### config.mk
export PLATFORM = sky130hd
export DESIGN_NAME = btn_debounce
export DESIGN_NICKNAME = d
export VERILOG_FILES = /design/src/rtl/btn_debounce.sv
export SDC_FILE = /design/constraint.sdc
export NUM_CORES = 1
export LEC_CHECK = 0
export CELL_PAD_IN_SITES_DETAIL_PLACEMENT = 1
export CELL_PAD_IN_SITES_GLOBAL_PLACEMENT = 2
export CORE_ASPECT_RATIO = 1.1
export CORE_MARGIN = 4
export CORE_UTILIZATION = 35
export CTS_BUF_LIST = sky130_fd_sc_hd__clkbuf_8
export CTS_CLUSTER_DIAMETER = 100
export DETAILED_ROUTE_END_ITERATION = 16
export PLACE_DENSITY = 0.78
export SLEW_MARGIN = 15
export SYNTH_ARGS = -nofsm -noshare
export SYNTH_HDL_FRONTEND = slang
export SYNTH_SLANG_ARGS = --single-unit
### constraint.sdc
create_clock -name clk -period 3.3 [get_ports clk]
set_clock_uncertainty 0.2 [all_clocks]
set_input_delay 0.99 -clock clk [delete_from_list [all_inputs] [get_ports clk]]
set_output_delay 0.99 -clock clk [all_outputs]
set_load 0.005 [all_outputs]
### src/rtl/btn_debounce.sv
// btn_debounce: conditions one raw mechanical push-button pin into clean events.
// The pin is double-flop synchronised and polarity-normalised, then qualified by
// a four-state debounce FSM. A hold counter produces one long-press event per press.
//
// Ports:
//   clk            system clock, all logic on its rising edge
//   rst            synchronous active-high reset
//   btn_in         raw asynchronous button pin
//   btn_level      debounced button state, 1 = pressed
//   press_pulse    one-cycle pulse on an accepted press
//   release_pulse  one-cycle pulse on an accepted release
//   long_pulse     one-cycle pulse, once per press, after LONG_PRESS_CYCLES of hold
module btn_debounce #(
    parameter int unsigned DEBOUNCE_CYCLES   = 270000,
    parameter int unsigned LONG_PRESS_CYCLES = 27000000,
    parameter bit          ACTIVE_LOW        = 1'b1
) (
    input  logic clk,
    input  logic rst,
    input  logic btn_in,
    output logic btn_level,
    output logic press_pulse,
    output logic release_pulse,
    output logic long_pulse
);

    localparam int unsigned CNT_W  = (DEBOUNCE_CYCLES > 2) ? $clog2(DEBOUNCE_CYCLES) : 1;
    localparam int unsigned HOLD_W = (LONG_PRESS_CYCLES > 1) ? $clog2(LONG_PRESS_CYCLES) : 1;

    localparam logic [CNT_W-1:0]  CNT_MAX  = CNT_W'(DEBOUNCE_CYCLES - 1);
    localparam logic [HOLD_W-1:0] HOLD_MAX = HOLD_W'(LONG_PRESS_CYCLES - 1);

    // Pin level when the button is not pressed.
    localparam logic IDLE_PIN = ACTIVE_LOW;

    typedef enum logic [1:0] {
        IDLE         = 2'd0,
        PRESS_WAIT   = 2'd1,
        HELD         = 2'd2,
        RELEASE_WAIT = 2'd3
    } state_t;

    logic              sync1;
    logic              sync2;
    logic              raw_s;

    state_t            state;
    state_t            state_nxt;
    logic [CNT_W-1:0]  cnt;
    logic [CNT_W-1:0]  cnt_nxt;
    logic [HOLD_W-1:0] hold_cnt;
    logic [HOLD_W-1:0] hold_cnt_nxt;
    logic              long_done;
    logic              long_done_nxt;
    logic              long_fire_c;

    logic              btn_level_nxt;
    logic              press_nxt;
    logic              release_nxt;
    logic              long_nxt;

    // Two-flop synchroniser, reset to the unpressed pin level.
    always_ff @(posedge clk) begin
        if (rst) begin
            sync1 <= IDLE_PIN;
            sync2 <= IDLE_PIN;
        end else begin
            sync1 <= btn_in;
            sync2 <= sync1;
        end
    end

    // Normalised synchronised level: 1 = pressed.
    assign raw_s = sync2 ^ IDLE_PIN;

    // State register, counters and registered outputs.
    always_ff @(posedge clk) begin
        if (rst) begin
            state         <= IDLE;
            cnt           <= '0;
            hold_cnt      <= '0;
            long_done     <= 1'b0;
            btn_level     <= 1'b0;
            press_pulse   <= 1'b0;
            release_pulse <= 1'b0;
            long_pulse    <= 1'b0;
        end else begin
            state         <= state_nxt;
            cnt           <= cnt_nxt;
            hold_cnt      <= hold_cnt_nxt;
            long_done     <= long_done_nxt;
            btn_level     <= btn_level_nxt;
            press_pulse   <= press_nxt;
            release_pulse <= release_nxt;
            long_pulse    <= long_nxt;
        end
    end

    // Next-state, debounce counter and hold counter logic.
    always_comb begin
        state_nxt     = state;
        cnt_nxt       = cnt;
        hold_cnt_nxt  = hold_cnt;
        long_done_nxt = long_done;
        long_fire_c   = 1'b0;

        case (state)
            IDLE: begin
                if (raw_s) begin
                    state_nxt = PRESS_WAIT;
                    cnt_nxt   = '0;
                end
            end
            PRESS_WAIT: begin
                if (!raw_s) begin
                    state_nxt = IDLE;
                end else if (cnt == CNT_MAX) begin
                    state_nxt = HELD;
                end else begin
                    cnt_nxt = cnt + CNT_W'(1);
                end
            end
            HELD: begin
                if (!raw_s) begin
                    state_nxt = RELEASE_WAIT;
                    cnt_nxt   = '0;
                end
            end
            RELEASE_WAIT: begin
                if (raw_s) begin
                    state_nxt = HELD;
                end else if (cnt == CNT_MAX) begin
                    state_nxt = IDLE;
                end else begin
                    cnt_nxt = cnt + CNT_W'(1);
                end
            end
            default: begin
                state_nxt = IDLE;
            end
        endcase

        // Hold counter runs across release bounces and saturates at its limit.
        if (state == HELD || state == RELEASE_WAIT) begin
            if (hold_cnt != HOLD_MAX) begin
                hold_cnt_nxt = hold_cnt + HOLD_W'(1);
            end
            // An accepted release on the same edge takes precedence.
            if (hold_cnt == HOLD_MAX && !long_done && state_nxt != IDLE) begin
                long_fire_c   = 1'b1;
                long_done_nxt = 1'b1;
            end
        end

        // Fresh press restarts the long-press timing.
        if (state == PRESS_WAIT && state_nxt == HELD) begin
            hold_cnt_nxt  = '0;
            long_done_nxt = 1'b0;
        end
    end

    // Output decode, registered in the state register block.
    always_comb begin
        btn_level_nxt = (state_nxt == HELD) || (state_nxt == RELEASE_WAIT);
        press_nxt     = (state == PRESS_WAIT) && (state_nxt == HELD);
        release_nxt   = (state == RELEASE_WAIT) && (state_nxt == IDLE);
        long_nxt      = long_fire_c;
    end

endmodule

=== Yosys cells after proc, flatten, opt, wreduce, memory -nomap -nowiden ===
Cells that the tools add are included.

* Register bits: 53
* Input port bits: 3
* Word-level logic and storage cells: 54

* Muxes and demuxes: 14
* Bitwise logic cells: 1
* Reductions and logical operators: 15
* $add $sub $neg: 2
* Equality and inequality tests: 12

{| class="wikitable"
|+ Operator list
! kind !! number
|-
| two-way mux 19 bit || 5
|-
| one-hot mux 19 bit (4 select lines) || 1
|-
| adder 25 x 1 -> 25 bit (second input constant) || 1
|-
| == test 25 bit (second input constant) || 1
|-
| inequality test 25 bit (second input constant) || 1
|-
| adder 19 x 1 -> 19 bit (second input constant) || 1
|-
| == test 19 bit (second input constant) || 1
|-
| two-way mux 2 bit || 6
|-
| == test 2 bit (second input constant) || 4
|-
| inequality test 2 bit (second input constant) || 4
|-
| one-hot mux 2 bit (4 select lines) || 1
|-
| logical AND 1 bit || 4
|-
| logical NOT 2 bit || 2
|-
| AND reduction 2 bit || 2
|-
| AND reduction 4 bit || 1
|-
| OR reduction 2 bit || 2
|-
| == test 2 x 1 -> 1 bit (second input constant) || 1
|-
| logical OR 1 bit || 2
|-
| nonzero test 2 bit || 1
|-
| logical NOT 1 bit || 1
|-
| two-way mux 1 bit || 1
|-
| NOT 1 bit || 1
|}

=== Depth between registers and ports, before layout ===
Gate-level depths: netlist of run 1.

* Depth after elaboration: 7
* Gate-level depth with buffers: 8
* Depth with buffers taken out: 6

=== Worst setup path before layout of run 1 ===
Ideal clock, no wire load.

* Path kind: input-to-reg
* From: input port rst
* To: register cnt[10]
* Slack: 1.086 ns
* Arrival: 1.886 ns
* Setup time: 0.128 ns
* Stages on the path: 4
* Required time: 2.972 ns
* Cell sequence: clkbuf_1 > o21bai_1 > clkbuf_1 > nor2_1

{| class="wikitable"
|+ RTL lines
! element !! line !! text
|-
| from (decl) || 19 || <nowiki>input logic rst,</nowiki>
|-
| to (signal assigned) || 89 || <nowiki>cnt <= cnt_nxt;</nowiki>
|-
| to (decl) || 49 || <nowiki>logic [CNT_W-1:0] cnt;</nowiki>
|}

=== Worst setup path in the final report of run 1 ===
* From: register btn_level
* To: output port btn_level

{| class="wikitable"
|+ RTL lines
! element !! line !! text
|-
| from (decl) || 21 || <nowiki>output logic btn_level,</nowiki>
|-
| from (signal assigned) || 92 || <nowiki>btn_level <= btn_level_nxt;</nowiki>
|}

No word-level cell between the ends.

==> results of run 1 <==
-- cells by family after synthesis --
| kind of cell | count (synthesis) | synth area share (%) |
|---|---|---|
| flip-flops | 52 | 43.33 |
| adder cells (fa/ha/maj) | 2 | 1.042 |
| AO/OA/AOI/OAI | 43 | 10.42 |
| buffers and inverters | 13 | 4.011 |
| multiplexers | 1 | 0.4167 |
| XOR/XNOR | 29 | 10.57 |
| AND/OR/NAND/NOR | 125 | 30.21 |
-- power by group through the flow --
stage          clock network [µW]  registers [µW]  logic (µW)
6_report                      602             632        23.6
5_1_grt                       644             632        26.6
4_1_cts                       616             632        24.2
3_5_place_dp                    0             646        23.9
3_3_place_gp                    0             646        23.6
2_1_floorplan                   0             645        19.2
-- area by class of cell --
class	instances	area, µm²	share of cell area [%]
Clock buffer	5	68.82	2.575
Clock inverter	3	90.09	3.371
Sequential cell	52	1041	38.95
Tap cell	82	102.6	3.839
Multi-Input combinational cell	200	1265	47.33
Inverter	2	7.507	0.2809
Timing Repair Buffer	11	97.59	3.652
-- worst reg2reg max path, cell delays in order, from the launching register on --
cell	delay (ps)
dfxtp_1	410
ha_1	210
nand3_1	160
nand4b_1	420
nor4_2	280
or2_1	360
buf_4	250
nor2_1	70
-- routing by layer --
layer | GRT usage (%) | vias up | wire length, µm
met5 | 0 | - | 0
met4 | 5.065 | 0 | 78
met3 | 2.880 | 7 | 94
met2 | 25.25 | 8 | 2652
met1 | 16.04 | 929 | 2374
li1 | - | 966 | -
-- worst paths after layout --
path,from,to,depth (start not counted)
max,btn_level$_SDFF_PP0_,btn_level,1
min,sync1$_SDFF_PP1_,sync2$_SDFF_PP1_,1
max reg2reg,cnt[0]$_SDFFE_PP0P_,hold_cnt[1]$_SDFFE_PP0P_,7
min reg2reg,sync1$_SDFF_PP1_,sync2$_SDFF_PP1_,1
-- stage by stage --
step / power (µW) / cell area (µm²) / instances / hold slack, ps / utilization [%]
3_3_place_gp: 670.0 / 2514 / 347 / 198.5 / 37.90
6_report: 1257 / 2673 / 355 / 235.3 / 40.29
3_5_place_dp: 670.3 / 2514 / 347 / 214.0 / 37.90
2_1_floorplan: 663.8 / 2402 / 265 / 189.5 / -
4_1_cts: 1272 / 2673 / 355 / 243.0 / 40.29
5_1_grt: 1303 / 2673 / 355 / 268.6 / 40.29
-- sequential cells by signal, summed over array words and instances (netlist names) --
name and count:
btn_level 1, cnt 19, hold_cnt 25, long_done 1
long_pulse 1, press_pulse 1, release_pulse 1, state 1
sync1 1, sync2 1
-- cells in the final DEF (no fill, tap or decap), types with 2 or more instances in the layout --
cell type        instances
a21oi_1                 16
and2_1                   2
and2_2                   2
and3_1                   3
and3_2                   2
and4_1                   3
buf_4                    5
bufinv_16                3
clkbuf_8                 5
clkdlybuf4s50_1          6
dfxtp_1                 52
ha_1                     2
inv_1                    2
nand2_1                 13
nand3_1                  8
nand4_1                 18
nor2_1                  34
nor3_1                   6
nor4_1                   2
nor4_2                   2
nor4b_1                  3
nor4bb_1                 4
o211ai_1                 3
o21ai_0                 12
o21ai_1                  4
o31ai_1                  2
or2_1                    2
or2_2                    2
or3_1                   12
or4_1                    2
xnor2_1                  6
xor2_1                  23
==> results.cfg, run 1 <==
[outcome]
status = complete, no violations

[global_route]
grt_pass1_vias = 1983
grt_overflow = 0
grt_first_pass_wirelength_um = 9204
gr-usage-all-layers_pct = 13.97
grt_max_degree = 17
antenna_found_initial = 0

[worst_setup_path]
r2r_slack_ps = 840
path_buf_inv = 1
crit_family = buffers and inverters
crit_slowest_cell = clkdlybuf4s50_1
cp-start-kind = flop
crit_type = reg2out
path_cells = clkdlybuf4s50_1
cp_slowest_stage_delay_ps = 600
cp.arrival_ps = 1500
worstPathRequired_ps = 2110
end_kind = output port
cp_max_fo = 12

[route]
drtIter0Drc = 36
wire_per_inst_um = 14.65
vias = 1910
dr.pass1.iters = 4
drt-total-wl_um = 5199
drc_errors = 0
vias_per_cell = 5.380
ant_nets = 0

[timing]
period_minus_slack_ps = 2690
max_slew_margin_pct = 43.58
hold_viol_final = 0
worstMarginPinSlew_ps = 838.6
setup_ws_ps = 609.5
setup_viol = 0
rsz0062_at_grt = false
drv_slew = 0
fmax_mhz = 371.7
min_period_over_period_pct = 81.53
setup-tns-final_ps = 0

[clock_network]
ctsResizeCount = 0
cts_buffers = 5
htreeDepth = 2
clk_pin_slew_ps = 100
cts.sinks = 52
root_buffer = clkbuf_8
cts_hold_buffers = 0
clockBufferDepth = 2
post_cts_buffers = 0
clk-insertion-delay-late_ps = 320
cts_tree = built

[power_and_ir_drop]
power_frac_clock_pct = 47.9
p_leak_uw = 0.0008548
vdd_ir_drop_max_mv = 0.2299
p_per_area_mw_per_mm2 = 470.2
comb_power_share_pct = 1.9
internal_power_uw = 1017
seqPwrFrac_pct = 50.3
swShare_pct = 19.08
p_sw_uw = 239.8

[floorplan]
die_y_um = 94.89
io_pins = 7
die_area_mm2 = 0.008254
start_util_pct = 36.22
design.core.area_mm2 = 0.006633
dieWidth_um = 86.99
rows = 31

[synthesis]
synth.distinct_cells = 45
synth_commonest_cells = dfxtp_1, nor2_1, xor2_1
ys_warn_count = 0
synth.largest_area_cell = dfxtp_1
syn_inst = 265
seq_area_frac_synth_pct = 43.33
synth-seq-cells = 52
synthArstFlopShare_pct = 0
syn_area_mm2 = 0.002402
synth_top_cell_area_share_pct = 43.33
syn_avg_cell_area_um2 = 9.065
synth_area_leaders = dfxtp_1, xor2_1, nor2_1
yosysMostFrequentCell = dfxtp_1
synth_edf_count = 0
synthFlopType = dfxtp_1
syn-num-nets = 270

[cells_and_area]
n_fill_cell = 765
area_growth_pct = 11.25
drive_gt1_share_pct = 9.890
fin_nets = 277
diodes = 0

[placed_design]
place_hpwl_um = 3773
dp_slack_ps = 677.4
io_buffers = 6
gp_congestion = 0.7161

[worst_hold_path]
min_path_type = reg2reg

[run]
drv_cap = 0
Note: power is estimated with default switching activity, not from simulation.
==> run 2, diff against run 1 <==
- clock period: 3.3 -> 2.5 ns (I/O delays scaled with it)
==> run 2 against run 1 <==
Clock power shrank 26%. Sequential share of layout area is 0.54 points higher. Largest cell class unchanged. Largest power group unchanged. Core utilization decreased by 0.55 points. Die area stayed put. First-iteration DRC count increased by 58%. Wire length shrank 0.48%. Setup slack got worse by 370 ps. Power increased by 4.1%. Global-route usage up 0.25 points. Final cell count is 1.4% higher. Critical endpoint unchanged.
==> results.cfg, run 2 (synthesis results as in run 1) <==
[cells_and_area]
area_growth_pct = 9.740
finalNonFillerCells = 360
regMostFlops = hold_cnt
fin_nets = 283
n_fill_cell = 801
largest_register_ffs = 25
fin_area_mm2 = 0.002636
diodes = 0
final_cell_mix = dfxtp_1, nor2_1, xor2_1
final_common_cell = dfxtp_1
reg.largest.list = hold_cnt (25), cnt (19)
drive_gt1_share_pct = 11.15

[timing]
min_period_over_period_pct = 90.45
setup_viol = 0
worstMarginPinSlew_ps = 413.5
hold_viol_final = 0
rsz0062_at_grt = false
setup-tns-final_ps = 0
period_minus_slack_ps = 2261
setup_ws_ps = 238.8
hold_ws_ps = 218.9
max_slew_margin_pct = 72.34
drv_slew = 0
fmax_mhz = 442.2

[placed_design]
io_buffers = 6
place_hpwl_um = 3866
placed_cells = 353
dp_slack_ps = 315.2
place_area_mm2 = 0.002559
gp_congestion = 0.7492

[clock_network]
post_cts_buffers = 0
cts_buffers = 5
clk_pin_slew_ps = 90
htreeDepth = 2
ctsResizeCount = 0
root_buffer = clkbuf_8
cts.sinks = 52
cts_tree = built
clockBufferDepth = 2
clk-insertion-delay-late_ps = 290
cts_hold_buffers = 0

[global_route]
grt_overflow = 0
grt_max_degree = 19
antenna_found_initial = 0
grt_first_pass_wirelength_um = 9487
gr-usage-all-layers_pct = 14.22
grt_pass1_vias = 2041

[worst_setup_path]
worstPathRequired_ps = 1550
r2r_slack_ps = 370
end_kind = output port
path_cells = clkdlybuf4s50_1
cp_slowest_stage_delay_ps = 560
crit_type = reg2out
cp.arrival_ps = 1310
path_buf_inv = 1
crit_slowest_cell = clkdlybuf4s50_1
cp-start-kind = flop
cp_max_fo = 7
crit_family = buffers and inverters

[run]
drv_cap = 0

[floorplan]
start_util_pct = 36.22
dieWidth_um = 86.99
rows = 31
die_area_mm2 = 0.008254
design.core.area_mm2 = 0.006633
die_y_um = 94.89
io_pins = 7

[power_and_ir_drop]
vdd_ir_drop_max_mv = 0.2246
p_leak_uw = 0.0008517
p_per_area_mw_per_mm2 = 496.1

[route]
drtIter0Drc = 57
vias = 1928
wire_per_inst_um = 14.37
dr.pass1.iters = 3
drc_errors = 0
drt-total-wl_um = 5174
ant_nets = 0
vias_per_cell = 5.356

[worst_hold_path]
min_path_type = reg2reg

[outcome]
status = complete, no violations
[run 2: changes by cell type in the layout (fill, tap and decap cells not counted)]
cell / previous run / this run
bufinv_16: 3 / 0
buf_4: 5 / 11
inv_1: 2 / 3
clkinv_2: 0 / 1
[run 2: area by class of cell]
type / count / area, µm² / share of cell area (%)
clock buffer: 5 / 68.82 / 2.610
clock inverter: 2 / 8.758 / 0.3322
inverter: 2 / 7.507 / 0.2848
multi-input combinational: 200 / 1265 / 47.98
sequential: 52 / 1041 / 39.49
tap: 82 / 102.6 / 3.892
timing repair buffer: 17 / 142.6 / 5.411
[run 2: power by group]
group	internal, µW	switching (µW)
combinational	11.7	19.1
clock	187	257
sequential	830	3.15
[run 2: per-stage QoR]
step           util, %  total power (µW)
2_1_floorplan        -             876.3
3_3_place_gp     38.58             884.3
3_5_place_dp     38.58             884.6
4_1_cts          39.75              1333
5_1_grt          39.75              1370
6_report         39.75              1308
[run 2: layer usage]
layer | up-vias | share of wire, % | global-route usage [%]
met5 | - | 0 | 0
met4 | 0 | 1.1 | 3.506
li1 | 978 | - | -
met2 | 6 | 53 | 26.65
met1 | 938 | 44 | 16.39
met3 | 6 | 1.4 | 2.618
[run 2: worst paths after layout]
path                             start                        end  cells after the start
max               btn_level$_SDFF_PP0_                  btn_level                      1
max reg2reg  hold_cnt[16]$_SDFFE_PP0P_  hold_cnt[23]$_SDFFE_PP0P_                      6
min                   sync1$_SDFF_PP1_           sync2$_SDFF_PP1_                      1
min reg2reg           sync1$_SDFF_PP1_           sync2$_SDFF_PP1_                      1
